[src/rtl/wash_sequencer.sv]
// Washing-machine program sequencer: machine state, step timing and display codes.
// Optional `WASH_BLINK_EN: current-step LED toggles on each tick while paused or in error.
module wash_sequencer #(
    parameter int FILL_T   = 2,
    parameter int DRAIN_T  = 1,
    parameter int SPIN_T   = 2,
    parameter int WASH_T   = 5,
    parameter int RINSE_T  = 3,
    parameter int BEGIN_T  = 2,
    parameter int FINISH_T = 3
) (
    input  logic       cp,
    input  logic       rst_n,
    input  logic       tick,
    input  logic       power_btn,
    input  logic       start_btn,
    input  logic       mode_btn,
    input  logic       door_open,
    output logic [2:0] state,
    output logic [9:0] data,
    output logic [5:0] inLeft,
    output logic [5:0] inMiddle,
    output logic [5:0] inRight
);

    typedef enum logic [2:0] {
        S_OFF   = 3'd0,
        S_BEGIN = 3'd1,
        S_SET   = 3'd2,
        S_RUN   = 3'd3,
        S_ERR   = 3'd4,
        S_PAUSE = 3'd5,
        S_FIN   = 3'd6
    } state_t;

    localparam logic [3:0] ST_IDLE   = 4'd0;
    localparam logic [3:0] ST_WFILL  = 4'd1;
    localparam logic [3:0] ST_WAGIT  = 4'd2;
    localparam logic [3:0] ST_RDRAIN = 4'd3;
    localparam logic [3:0] ST_RSPIN  = 4'd4;
    localparam logic [3:0] ST_RFILL  = 4'd5;
    localparam logic [3:0] ST_RAGIT  = 4'd6;
    localparam logic [3:0] ST_DDRAIN = 4'd7;
    localparam logic [3:0] ST_DSPIN  = 4'd8;

`ifdef WASH_BLINK_EN
    localparam logic BLINK = 1'b1;
`else
    localparam logic BLINK = 1'b0;
`endif

    function automatic logic [6:0] f_dur(input logic [3:0] s);
        case (s)
            ST_WFILL, ST_RFILL:   f_dur = 7'(FILL_T);
            ST_WAGIT:             f_dur = 7'(WASH_T);
            ST_RDRAIN, ST_DDRAIN: f_dur = 7'(DRAIN_T);
            ST_RSPIN, ST_DSPIN:   f_dur = 7'(SPIN_T);
            ST_RAGIT:             f_dur = 7'(RINSE_T);
            default:              f_dur = 7'd0;
        endcase
    endfunction

    function automatic logic f_en(input int k, input logic [2:0] p);
        if (k <= 2)      f_en = p[2];
        else if (k <= 6) f_en = p[1];
        else             f_en = p[0];
    endfunction

    // First enabled step strictly after cur; idle when the program is exhausted.
    function automatic logic [3:0] f_next(input logic [3:0] cur,
                                          input logic [2:0] p);
        f_next = ST_IDLE;
        for (int k = 8; k >= 1; k--) begin
            if (k > int'(cur) && f_en(k, p)) f_next = 4'(k);
        end
    endfunction

    function automatic logic [6:0] f_total(input logic [2:0] p);
        f_total = (p[2] ? 7'(FILL_T + WASH_T) : 7'd0)
                + (p[1] ? 7'(DRAIN_T + SPIN_T + FILL_T + RINSE_T) : 7'd0)
                + (p[0] ? 7'(DRAIN_T + SPIN_T) : 7'd0);
    endfunction

    function automatic logic [9:0] f_leds(input state_t st,
                                          input logic [3:0] s,
                                          input logic [2:0] p,
                                          input logic b);
        f_leds = '0;
        case (st)
            S_BEGIN, S_FIN: f_leds[8] = 1'b1;
            S_SET: f_leds = {2'b11, 1'b0, p[2], 3'b000, p[1], 1'b0, p[0]};
            S_RUN, S_ERR, S_PAUSE: begin
                f_leds[8] = 1'b1;
                if (s != ST_IDLE && !(b && st != S_RUN))
                    f_leds[4'd8 - s] = 1'b1;
                if (s == ST_WFILL || s == ST_WAGIT) f_leds[6] = 1'b1;
                if (s >= ST_RDRAIN && s <= ST_RAGIT) f_leds[2] = 1'b1;
            end
            default: f_leds = '0;
        endcase
    endfunction

    state_t     r_state, w_state;
    logic [3:0] r_step, w_step;
    logic [6:0] r_scnt, w_scnt;
    logic [6:0] r_rem, w_rem;
    logic [2:0] r_prog, w_prog;
    logic [6:0] r_tcnt, w_tcnt;
    logic       r_blink, w_blink;
    logic [9:0] r_data;
    logic [5:0] r_left, r_mid, r_right;
    logic [3:0] w_first, w_after;

    assign w_first = f_next(ST_IDLE, r_prog);
    assign w_after = f_next(r_step, r_prog);

    always_comb begin
        w_state = r_state;
        w_step  = r_step;
        w_scnt  = r_scnt;
        w_rem   = r_rem;
        w_prog  = r_prog;
        w_tcnt  = r_tcnt;
        w_blink = r_blink;
        if (power_btn) begin
            if (r_state == S_OFF) begin
                w_state = S_BEGIN;
                w_tcnt  = 7'(BEGIN_T);
            end else begin
                w_state = S_OFF;
                w_step  = ST_IDLE;
                w_scnt  = '0;
                w_rem   = '0;
                w_tcnt  = '0;
                w_blink = 1'b0;
            end
        end else begin
            case (r_state)
                S_BEGIN, S_FIN: begin
                    if (tick) begin
                        if (r_tcnt <= 7'd1) w_state = S_SET;
                        else w_tcnt = r_tcnt - 7'd1;
                    end
                end
                S_SET: begin
                    if (start_btn && !door_open) begin
                        w_state = S_RUN;
                        w_step  = w_first;
                        w_scnt  = f_dur(w_first);
                        w_rem   = f_total(r_prog);
                        w_blink = 1'b0;
                    end else if (mode_btn) begin
                        w_prog = (r_prog == 3'd7) ? 3'd1 : r_prog + 3'd1;
                    end
                end
                S_RUN: begin
                    if (door_open) begin
                        w_state = S_ERR;
                    end else if (start_btn) begin
                        w_state = S_PAUSE;
                    end else if (tick) begin
                        w_rem = r_rem - 7'd1;
                        if (r_rem <= 7'd1) begin
                            w_state = S_FIN;
                            w_step  = ST_IDLE;
                            w_scnt  = '0;
                            w_tcnt  = 7'(FINISH_T);
                        end else if (r_scnt <= 7'd1) begin
                            w_step = w_after;
                            w_scnt = f_dur(w_after);
                        end else begin
                            w_scnt = r_scnt - 7'd1;
                        end
                    end
                end
                S_ERR: begin
                    if (start_btn && !door_open) begin
                        w_state = S_RUN;
                        w_blink = 1'b0;
                    end else if (tick) begin
                        w_blink = r_blink ^ BLINK;
                    end
                end
                S_PAUSE: begin
                    if (door_open) begin
                        w_state = S_ERR;
                    end else if (start_btn) begin
                        w_state = S_RUN;
                        w_blink = 1'b0;
                    end else if (tick) begin
                        w_blink = r_blink ^ BLINK;
                    end
                end
                default: ;
            endcase
        end
    end

    always_ff @(posedge cp or negedge rst_n) begin
        if (!rst_n) begin
            r_state <= S_OFF;
            r_step  <= ST_IDLE;
            r_scnt  <= '0;
            r_rem   <= '0;
            r_prog  <= 3'd7;
            r_tcnt  <= '0;
            r_blink <= 1'b0;
            r_data  <= '0;
            r_left  <= 6'd7;
            r_mid   <= '0;
            r_right <= '0;
        end else begin
            r_state <= w_state;
            r_step  <= w_step;
            r_scnt  <= w_scnt;
            r_rem   <= w_rem;
            r_prog  <= w_prog;
            r_tcnt  <= w_tcnt;
            r_blink <= w_blink;
            r_data  <= f_leds(w_state, w_step, w_prog, w_blink);
            r_left  <= {3'b000, w_prog};
            r_mid   <= 6'(w_rem / 7'd10);
            r_right <= 6'(w_rem % 7'd10);
        end
    end

    assign state    = r_state;
    assign data     = r_data;
    assign inLeft   = r_left;
    assign inMiddle = r_mid;
    assign inRight  = r_right;

endmodule

[config.mk]
export PLATFORM = sky130hd
export DESIGN_NAME = wash_sequencer
export DESIGN_NICKNAME = d
export VERILOG_FILES = /design/src/rtl/wash_sequencer.sv
export SDC_FILE = /design/constraint.sdc
export NUM_CORES = 1
export LEC_CHECK = 0
export BUFFER_PORTS_ARGS = -buffer_cell sky130_fd_sc_hd__buf_2
export CAP_MARGIN = 20
export CORE_MARGIN = 2
export CORE_UTILIZATION = 65
export CTS_CLUSTER_SIZE = 10
export DETAILED_ROUTE_END_ITERATION = 10
export HOLD_SLACK_MARGIN = 0.05
export PLACE_DENSITY = 0.85
export SLEW_MARGIN = 20
export SYNTH_ARGS = -nofsm -noshare
export SYNTH_HDL_FRONTEND = slang
export SYNTH_SLANG_ARGS = --single-unit
export TNS_END_PERCENT = 10
[constraint.sdc]
create_clock -name cp -period 6.9 [get_ports cp]
set_clock_uncertainty 0.15 [all_clocks]
set_input_delay 0 -clock cp [delete_from_list [all_inputs] [get_ports cp]]
set_output_delay 0 -clock cp [all_outputs]
set_load 0.02 [all_outputs]
### Yosys cells after proc, flatten, opt, wreduce, memory -nomap -nowiden

Memories as Yosys holds them, arrays and structs flattened.
Index checks and enable logic that the tools add are counted.

* register bits: 54
* latch bits: 0
* RAM bits: 0
* memory bits (read-only): 96
* output and inout bits: 31
* memories kept: 2

Memory list
* (no name shown): depth 16, bits a word 3, read ports 1, clocked after Yosys merged registers in 0, wr ports 0, RTL line 53 `case (s)`
* (no name shown): depth 16, bits a word 3, read ports 1, clocked after Yosys merged registers in 0, wr ports 0, RTL line 53

* add/subtract/negate cells: 7
* $mul: 0
* divide/modulo/power cells: 2
* $lt $le $gt $ge: 15
* equal/unequal tests: 24
* shift operators: 0
* multiplexer cells: 79
* bitwise gates (word level): 0
* reduce and logical (&&, ||, !) cells: 26

Operators with widths (count)
* $mux 7: 21
* $mux 4: 17
* $mux 3: 19
* $pmux 7 s2: 3
* $eq 3x3->1 const B: 7
* $le 7x1->1 const B: 3
* $ne 3x3->1 const B: 7
* $sub 7x1->7 const B: 3
* $gt 3x4->1 const A: 4
* $pmux 8 s2: 1
* $logic_and 1x1->1: 13
* $eq 3x2->1 const B: 4
* $pmux 3 s4: 1
* $mux 10: 1
* $mux 1: 9
* $gt 2x4->1 const A: 2
* $pmux 4 s2: 1
* $div 7x4->7 const B: 1
* $mod 7x4->7 const B: 1
* $reduce_and 7->1: 1
* $add 5x2->6: 1
* $eq 3x1->1 const B: 2
* $pmux 1 s2: 3
* $reduce_and 6->1: 1
* 22 further kinds: 27

### Longest topological paths before layout

Gate-level depths: netlist of run 1.

* word-level depth: 25
* depth in mapped cells: 15
* depth with buffers taken out: 15

### Worst setup path before layout of run 1

No wires, ideal clock.

* kind: register to register
* start point: register r_state[2], in the netlist state[2]
* end point: register r_right[4], in the netlist inRight[4]
* library setup time: 127 ps
* arrival: 3282 ps
* data required time: 6623 ps
* path slack: 3341 ps
* cell stages (with the launch flop): 16
* path buffers: 3
* clock period less this slack: 3559 ps
* cell sequence: dfrtp_1 > buf_2 > clkbuf_1 > nor3_1 > nand2_1 > o21a_1 > o32a_4 > buf_2 > nand3_1 > a21oi_1 > a221oi_2 > ha_1 > o311ai_0 > or3_1 > o211a_1 > nor3b_1

* cells in the longest elaborated chain, start to end: 4
* elaborated cells between the ends (all ways): 7
* those cells by class: div: 1; eq/ne: 2; mux: 3; reduce/logical: 1

Ends and longest elaborated chain
* start: declaration: RTL line 103 `state_t r_state, w_state;`
* start signal: assignment: RTL line 213 `r_state <= w_state;`
* $eq 3x2->1 or $logic_not 3->1 (tied branches): RTL line 138, 126
* $pmux 7 s2 or $mux 7 (tied branches): RTL line 138, 126
* $mux 7 *: RTL line 125 `if (power_btn) begin`
* $mod 7x4->7 *: RTL line 223 `r_right <= 6'(w_rem % 7'd10);`
* end signal: assignment: RTL line 223
* end: declaration: RTL line 111 `logic [5:0] r_left, r_mid, r_right;`

Mark *: on every way between the ends. The rest lies on a longest branch, timed or not.
A chain may end at the register's enable or synchronous reset.

### Final worst setup path of run 1

* start point: register r_state[0], in the netlist state[0]
* end point: register r_right[5], in the netlist inRight[5]

* cells in the longest elaborated chain, start to end: 4
* elaborated cells between the ends (all ways): 7
* those cells by class: div: 1; eq/ne: 2; mux: 3; reduce/logical: 1

Ends and longest elaborated chain
* $eq 3x2->1 or $logic_not 3->1 (tied branches): RTL line 138, 126
* $pmux 7 s2 or $mux 7 (tied branches): RTL line 138, 126
* $mux 7 *: RTL line 125
* named net w_rem[5]: RTL line 106 `logic [6:0] r_rem, w_rem;`
* $mod 7x4->7 *: RTL line 223

Mark *: on every way through the listed nets, which the timed path passes. The rest lies on a longest branch.

==> results of run 1 <==
-- cell usage after synthesis (all sizes together), types with 3 or more instances --
cell type	count
a211oi	4
a21o	5
a21oi	44
a221o	3
a221oi	5
a22oi	3
a2bb2oi	3
a31o	3
a31oi	3
and2	4
buf	22
clkbuf	13
dfrtp	48
dfstp	3
ha	15
inv	27
mux2i	3
nand2	39
nand2b	11
nand3	19
nand3b	4
nand4	4
nor2	39
nor2b	6
nor3	22
nor3b	5
nor4	4
o211a	3
o211ai	4
o21a	4
o21ai	37
o21bai	3
o22ai	3
o31ai	5
or2	3
or3	4
xnor2	5
xor2	5
-- cell type report --
class                      count  area [µm²]  area share, %
timing repair buffer          35         193           4.68
multi-input combinational    366        2340           56.9
clock inverter                 3        23.8          0.578
clock buffer                   5        68.8           1.67
inverter                      29         114           2.77
tap                           75        93.8           2.28
sequential                    51        1280           31.1
-- logic make-up after synthesis --
| family | after synthesis | share of synthesized area (%) |
|---|---|---|
| multiplexers | 5 | 1.34 |
| adder cells (fa/ha/maj) | 16 | 5.05 |
| AND/OR/NAND/NOR | 174 | 23.3 |
| other | 1 | 0.0959 |
| AO/OA/AOI/OAI | 156 | 27.4 |
| XOR/XNOR | 10 | 2.24 |
| flip-flops | 51 | 32.7 |
| buffers and inverters | 64 | 7.81 |
-- state kept, by name (all words and copies together) (netlist names) --
name / cells
inRight: 6
r_blink: 1
r_step: 4
state: 3
r_scnt: 7
data: 10
inMiddle: 4
inLeft: 3
r_tcnt: 7
r_rem: 6
-- placed cells by master, fill, tap and decap left out, types with 4 or more instances in the layout --
| master | instances |
|---|---|
| nor3_1 | 22 |
| a211oi_1 | 4 |
| nor2_1 | 37 |
| xnor2_1 | 5 |
| nand3b_1 | 4 |
| dfrtp_1 | 48 |
| a21o_1 | 5 |
| nand4_1 | 4 |
| conb_1 | 5 |
| ha_1 | 15 |
| a21oi_1 | 43 |
| or3_1 | 4 |
| nor2b_1 | 6 |
| buf_2 | 31 |
| nand2_1 | 37 |
| o31ai_1 | 5 |
| o211ai_1 | 4 |
| nand2b_1 | 11 |
| clkbuf_8 | 5 |
| nand3_1 | 19 |
| o21ai_0 | 35 |
| xor2_1 | 5 |
| nor4_1 | 4 |
| inv_1 | 25 |
-- power groups by stage --
| stage | clock [W] | combinational, W | sequential [W] |
|---|---|---|---|
| after floorplan | 0 | 0.000866 | 0.000499 |
| after global placement | 0 | 0.00105 | 0.000521 |
| after detailed placement | 0 | 0.00107 | 0.000525 |
| after CTS | 0.000183 | 0.00108 | 0.000521 |
| after global routing | 0.000194 | 0.00122 | 0.000543 |
| final | 0.000184 | 0.00110 | 0.000527 |
-- worst max-delay path, delay by kind of cell, from the launching register on --
kind | cells | cell delay [ns]
compound gates | 7 | 1.81
flops | 1 | 0.89
simple gates | 4 | 0.80
fa+ha+maj | 1 | 0.37
buf+inv | 1 | 0.28
-- per-stage QoR --
stage          hold WS (ns)  total power (W)  utilization (%)
6_report             0.0825          0.00181             70.3
5_1_grt               0.144          0.00195             70.3
4_1_cts              0.0740          0.00179             70.3
3_5_place_dp          0.120          0.00160             68.2
3_3_place_gp         0.0990          0.00157             68.2
2_1_floorplan        -0.446          0.00136                -
-- routing by layer --
metal	GRT usage (%)	share of wire, %	vias up
met3	3.41	9.0	15
met1	44.0	44	1774
met5	0	0	-
met4	7.33	1.2	0
met2	46.6	46	219
li1	-	-	1753
-- worst min path at each step --
stage,to,depth (start not counted)
5_1_grt,state[2],4
3_3_place_gp,r_scnt[4],1
4_1_cts,state[2],4
2_1_floorplan,data[0],0
6_report,r_tcnt[0],2
3_5_place_dp,r_scnt[3],1
==> results.ini, run 1 <==
[global_route]
antenna_found_initial=0
grt_pass1_vias=3171
grt_overflow=0
track_usage_pct=29.7
grt_start_max_net_pins=52
grt_first_pass_wirelength_um=15400

[worst_setup_path]
setup.worst_path.start=state[0]
required_ns=6.95
critical_path_class=reg2reg
worst-path-max-fanout=30
cp-start-kind=flip-flop
cp-end-kind=flip-flop
worstPathArrival_ns=4.50
r2r_start=state[0]
r2r_cells=13
r2r-end=inRight[5]
reg2reg_setup_slack_ns=2.45
crit_chain=o21ai_0 > a221o_1 > nand2_1 > o21a_2 > clkinv_1 > nand3_1 > a21oi_1 > a221oi_2 > ha_1 > o311ai_0 > or3_1 > o211a_1 > nor3b_1
max_stage_delay_ns=0.89
cp-endpoint=inRight[5]
crit_slowest_cell=dfrtp_1

[floorplan]
dieHeight_um=81.6
coreArea_um2=5850
die_x_um=81.6
io_pins=38
start_util_pct=66.9
std_cell_rows=28
dieArea_um2=6650

[timing]
slew_violations=0
tightest_slew_ns=0.821
final.min_clock_period_ns=4.45
setup_ws_ns=2.45
rsz0062_at_grt=false
fin_crit_sh_pct=64.5
finalSetupViolations=0
hold_violations=0
tns_ns=0
slew_headroom_pct=45.3
max_freq_mhz=225

[pwr]
switchingPower_w=0.000945
peakVddDrop_mv=0.346
swShare_pct=52.1
p_int_w=0.000869
clkPwrFrac_pct=10.1
leakage_nw=1.82
p_comb_share_pct=60.8
pwr-share-seq_pct=29.1
powerDensity_nw_per_um2=441

[synthesis]
syn_area_per_cell_um2=8.20
ys_types=84
ys.flop_type=dfrtp_1
synth-edff-count=0
synth_area_um2=3910
synthCells=477
yosys.area.top_type=dfrtp_1
seq_area_frac_synth_pct=32.7
yosys_warnings=0
synth_top_area_share_pct=30.7
synth_area_leaders=dfrtp_1, a21oi_1, ha_1, o21ai_0, nand2_1
ys_ff_latch=51
synthArstFlopShare_pct=100

[route]
ant_nets=0
wl_um=9670
via_count=3761
post_drt_via_cell_ratio=6.67
drc=0
wl_per_cell_um=17.2
dr.pass1.iters=5
initialDrtViolationCount=615

[clock_network]
clkSinkCount=51
h-tree-depth=2
cts.path.max_buffers=2
postCtsHoldBufs=3
cts_resized=0
cts_root_buf=clkbuf_8
cts_tree=built
numCtsBuffers=5
cts.reportedPaths.clkPinSlew_ns=0.10
clk_latency_ns=0.32
postCtsSetupRepairBufs=0

[cells_and_area]
nFillCells=445
syn_to_final_growth_pct=5.18
stdcell_count=564
final_area_um2=4110
fin_nets=510
drive_gt1_share_pct=14.1
antennaDiodeCount=0

[placed_design]
place_ws_ns=2.57
io_buffers=32
gp_congestion=0.965
placed_cells=553
postPlaceCellArea_um2=3990
hpwl_um=6810

[status]
status=completed

[flow_run]
maxCapViolations=0

[min_path]
min_path_type=in2async

Note: power is estimated with default switching activity, not from simulation.
==> run 2: changes to the inputs <==
--- a/config.mk
+++ b/config.mk
@@ -8,11 +8,11 @@
 export BUFFER_PORTS_ARGS = -buffer_cell sky130_fd_sc_hd__buf_2
 export CAP_MARGIN = 20
 export CORE_MARGIN = 2
-export CORE_UTILIZATION = 65
+export CORE_UTILIZATION = 60
 export CTS_CLUSTER_SIZE = 10
 export DETAILED_ROUTE_END_ITERATION = 10
 export HOLD_SLACK_MARGIN = 0.05
-export PLACE_DENSITY = 0.85
+export PLACE_DENSITY = 0.8
 export SLEW_MARGIN = 20
 export SYNTH_ARGS = -nofsm -noshare
 export SYNTH_HDL_FRONTEND = slang
==> constraint.sdc (replaced) <==
create_clock -name cp -period 4.35 [get_ports cp]
set_clock_uncertainty 0.15 [all_clocks]
set_input_delay 0 -clock cp [delete_from_list [all_inputs] [get_ports cp]]
set_output_delay 0 -clock cp [all_outputs]
set_load 0.02 [all_outputs]
==> run 2 against run 1 <==
Compared with the run above:
- sequential power up 56%
- critical path type unchanged
- maximum frequency increased by 10%
- die area is 7.9% higher
- register-to-register slack got worse by 2.1 ns
- first-iteration DRC count down 32%
- non-clock buffer count up 9
- highest routed layer unchanged
==> results.ini, run 2 (synthesis gave the netlist of run 1 again) <==
[status]
status=completed

[worst_setup_path]
cp-end-kind=flip-flop
r2r-end=inRight[4]
critical_path_class=reg2reg
crit_chain=nor3_1 > nand2_1 > xnor2_1 > a221oi_4 > inv_2 > o211a_1 > a221oi_2 > ha_1 > o311ai_0 > or3_1 > o211a_1 > nor3b_1
r2r_start=r_rem[2]
worstPathBufferInverterCount=1
crit_slowest_cell=a221oi_2
cp_top_family=compound AO/OA/AOI/OAI gates
r2r_cells=12
required_ns=4.39
worstPathArrival_ns=4.08
reg2reg_setup_slack_ns=0.31
max_stage_delay_ns=0.46
cp-start-kind=flip-flop
crit_top_cell=o211a_1
worst-path-max-fanout=13

[min_path]
min_path_type=in2reg
hold_depth=4
hp-start=start_btn
hold_path_end=state[2]

[floorplan]
dieArea_um2=7180
dieHeight_um=84.7
std_cell_rows=29
io_pins=38
die_x_um=84.7
coreArea_um2=6310
start_util_pct=62.0

[route]
initialDrtViolationCount=417
ant_nets=0
post_drt_via_cell_ratio=6.49
wl_per_cell_um=17.2
drc=0
via_count=3734
wl_um=9880
dr.pass1.iters=6

[timing]
setup_ws_ns=0.307
hold_violations=0
slew_headroom_pct=42.0
max_freq_mhz=247
rsz0062_at_grt=false
tns_ns=0
finalSetupViolations=0
slew_violations=0
final.min_clock_period_ns=4.04
tightest_slew_ns=0.869
fin_crit_sh_pct=92.9

[global_route]
antenna_found_initial=0
grt_overflow=0
grt_start_max_net_pins=52
grt_pass1_vias=3397
track_usage_pct=27.9
grt_first_pass_wirelength_um=16300

[pwr]
p_comb_share_pct=59.7
peakVddDrop_mv=0.434
swShare_pct=49.8
clkPwrFrac_pct=13.2
leakage_nw=1.88
total_power_w=0.00303
pwr-share-seq_pct=27.2
switchingPower_w=0.00151
powerDensity_nw_per_um2=716
p_int_w=0.00152

[cells_and_area]
final_util_pct=67.1
syn_to_final_growth_pct=8.25
antennaDiodeCount=0
drive_gt1_share_pct=16.1
stdcell_count=575
fin_nets=519
final_common_cell=dfrtp_1
largest_register_ffs=10
final_cell_mix=dfrtp_1, a21oi_1, nand2_1, nor2_1, o21ai_0

[placed_design]
hpwl_um=7050
place_ws_ns=0.347
placed_cells=563
gp_congestion=0.946
io_buffers=32

[clock_network]
cts_tree=built
clk_latency_ns=0.32
clkSinkCount=51
h-tree-depth=2
numCtsBuffers=5
cts.reportedPaths.clkPinSlew_ns=0.09
cts.path.max_buffers=2
cts_root_buf=clkbuf_8

[flow_run]
maxCapViolations=0

==> run 2: cell count changes in the layout (fill, tap and decap cells not counted), sizes merged <==
cell / previous run / this run
clkinvlp: 2 / 1
buf: 32 / 39
bufinv: 0 / 2
inv: 28 / 27
clkbuf: 5 / 6
dlygate4sd3: 3 / 4
==> run 2: final cells by class <==
type	count	area (µm²)
multi-input cells	366	2340
fillers	559	2080
flip-flops and latches	51	1280
repair buffers	44	263
inverters	29	114
well taps	77	96.3
clock buffers	5	68.8
clock inverters	3	67.6
==> run 2: what timing repair did <==
action,in CTS,in global routing
setup buffers,0,0
hold buffers,4,0
endpoints found under the setup margin,0,4
endpoints found under the hold margin,59,0
resized for setup,0,4
==> run 2: layer usage <==
| metal | vias to the layer above | share of wire, % | GRT usage [%] |
|---|---|---|---|
| met4 | 0 | 2.0 | 7.94 |
| li1 | 1763 | - | - |
| met1 | 1765 | 46 | 42.7 |
| met2 | 183 | 44 | 41.6 |
| met5 | - | 0 | 0 |
| met3 | 23 | 8.5 | 3.44 |
==> run 2: metrics by stage <==
stage | cell area [µm²] | hold WS [ns]
detailed placement | 4050 | 0.0101
global placement | 4050 | -0.0165
CTS | 4230 | 0.0877
global route | 4230 | 0.153
finish | 4230 | 0.117
floorplan | 3930 | -0.446
==> run 2: worst max path at each step <==
| stage | endpoint | start | cells past startpoint | slack (ns) |
|---|---|---|---|---|
| 3_5_place_dp | inRight[4] | state[1] | 10 | 0.35 |
| 4_1_cts | inRight[4] | power_btn | 15 | 0.30 |
| 2_1_floorplan | inRight[4] | state[2] | 15 | 0.79 |
| 5_1_grt | inRight[4] | power_btn | 15 | 0.06 |
| 3_3_place_gp | inRight[5] | state[1] | 10 | 0.49 |
| 6_report | inRight[4] | r_rem[2] | 12 | 0.31 |
==> run 2: power groups by stage <==
| stage | registers (W) | clock network (W) | logic [W] |
|---|---|---|---|
| 6_report | 0.000823 | 0.000399 | 0.00181 |
| 5_1_grt | 0.000850 | 0.000422 | 0.00199 |
| 4_1_cts | 0.000814 | 0.000404 | 0.00178 |
| 3_5_place_dp | 0.000822 | 0 | 0.00176 |
| 3_3_place_gp | 0.000815 | 0 | 0.00172 |
| 2_1_floorplan | 0.000791 | 0 | 0.00137 |
==> run 2: worst min-delay path: stages <==
cell	delay, ns
buf_2	0.20
a211o_1	0.12
a2bb2oi_1	0.13
nor2_1	0.10
==> run 3: changes to the inputs <==
--- a/config.mk
+++ b/config.mk
@@ -13,6 +13,7 @@
 export DETAILED_ROUTE_END_ITERATION = 10
 export HOLD_SLACK_MARGIN = 0.05
 export PLACE_DENSITY = 0.8
+export RECOVER_POWER = 25
 export SLEW_MARGIN = 20
 export SYNTH_ARGS = -nofsm -noshare
 export SYNTH_HDL_FRONTEND = slang
==> run 3 against run 2 <==
Compared with the run above:
- the run now ends with capacitance limit, slew limit left
- non-clock buffer count unchanged
- register-to-register slack hardly changed
- utilization fell by 0.34 points
- design area down 0.50%
- sequential share of layout area grew 0.15 points
- sequential cell count unchanged
- first-iteration DRC count fell by 5.8%
- largest power group unchanged
- highest routed layer unchanged
==> results.ini, run 3 (synthesis gave the netlist of run 1 again) <==
[cells_and_area]
nFillCells=562
final_util_pct=66.7
multi_input_area_um2=2340
fin_nets=519
final_cell_mix=dfrtp_1, a21oi_1, nand2_1, nor2_1, o21ai_0
largest_register_ffs=10
drive_gt1_share_pct=13.1
antennaDiodeCount=0
syn_to_final_growth_pct=7.71
final_common_cell=dfrtp_1
final_area_um2=4210
seq_area_um2=1280

[global_route]
antenna_found_initial=0
grt_overflow=0
grt_start_max_net_pins=52
grt_first_pass_wirelength_um=16300
track_usage_pct=27.9
grt_pass1_vias=3397

[placed_design]
io_buffers=32
gp_congestion=0.946
place_ws_ns=0.347
hpwl_um=7050
postPlaceCellArea_um2=4050

[route]
wl_per_cell_um=17.3
dr.pass1.iters=5
via_count=3761
wl_um=9940
drc=0
initialDrtViolationCount=393
ant_nets=0
post_drt_via_cell_ratio=6.54

[floorplan]
io_pins=38
dieHeight_um=84.7
start_util_pct=62.0
die_x_um=84.7
std_cell_rows=29
dieArea_um2=7180
coreArea_um2=6310

[clock_network]
clkSinkCount=51
cts.path.max_buffers=2
cts.reportedPaths.clkPinSlew_ns=0.10
cts_root_buf=clkbuf_8
cts_tree=built
h-tree-depth=2
numCtsBuffers=5
postCtsSetupRepairBufs=0
clk_latency_ns=0.32

[timing]
slew_headroom_pct=-76.8
finalSetupViolations=0
slew_violations=52
rsz0062_at_grt=false
tns_ns=0
max_freq_mhz=246
hold_violations=0
final.min_clock_period_ns=4.06
fin_crit_sh_pct=93.3
tightest_slew_ns=2.65
setup_ws_ns=0.293

[min_path]
min_path_type=in2reg

[worst_setup_path]
cp-start-kind=flip-flop
worst-path-max-fanout=13
cp-end-kind=flip-flop
worstPathArrival_ns=4.09
critical_path_class=reg2reg
required_ns=4.39

[pwr]
powerDensity_nw_per_um2=718
leakage_nw=1.82
peakVddDrop_mv=0.433

[flow_run]
maxCapViolations=1

[status]
status=finished with violations
violations=capacitance limit, slew limit

==> run 3: path summary, 6_finish.rpt <==
kind | to | depth (start not counted) | slack, ns | start
max | inRight[4] | 12 | 0.29 | r_rem[2]
min | state[2] | 4 | 0.11 | start_btn
max reg2reg | inRight[4] | 12 | 0.29 | r_rem[2]
min reg2reg | r_scnt[1] | 2 | 0.39 | r_scnt[1]
max in group asynchronous | state[1] | 3 | 1.36 | rst_n
min in group asynchronous | r_scnt[5] | 3 | 0.99 | rst_n
==> run 3: area by class of cell <==
type	count	share of cell area, %
Multi-Input combinational cell	366	55.6
Sequential cell	51	30.5
Timing Repair Buffer	44	5.73
Inverter	29	2.70
Tap cell	77	2.29
Clock buffer	5	1.63
Clock inverter	3	1.60
==> run 3: through the flow <==
step	hold slack [ns]	power (W)	instances
2_1_floorplan	-0.446	0.00217	481
3_3_place_gp	-0.0165	0.00254	563
3_5_place_dp	0.0101	0.00258	563
4_1_cts	0.0877	0.00299	575
5_1_grt	0.153	0.00326	575
6_report	0.107	0.00303	575
==> run 3: where the power goes <==
| part | internal [W] | total, W | switching, W |
|---|---|---|---|
| logic | 0.000665 | 0.00180 | 0.00114 |
| clock network | 0.000229 | 0.000399 | 0.000170 |
| registers | 0.000620 | 0.000824 | 0.000204 |
| total | 0.00151 | 0.00303 | 0.00151 |
==> run 3: metal layers <==
metal	wire length [µm]	track usage, %	vias up
li1	-	-	1770
met1	4460	42.7	1773
met2	4390	41.6	194
met3	897	3.44	24
met4	185	7.94	0
met5	0	0	-
==> run 3: what timing repair did <==
action,in CTS,in global routing
hold endpoints to repair,59,0
endpoints found under the setup margin,0,4
resized for setup,0,4
hold buffers,4,0
==> run 3: worst max-delay path, stage by stage, from the launching register on <==
cell      delay, ns
dfrtp_1        0.46
nor3_1         0.37
nand2_1        0.12
xnor2_1        0.19
a221oi_4       0.44
inv_2          0.20
o211a_1        0.30
a221oi_2       0.46
ha_1           0.38
o311ai_0       0.17
or3_1          0.37
o211a_1        0.17
nor3b_1        0.15
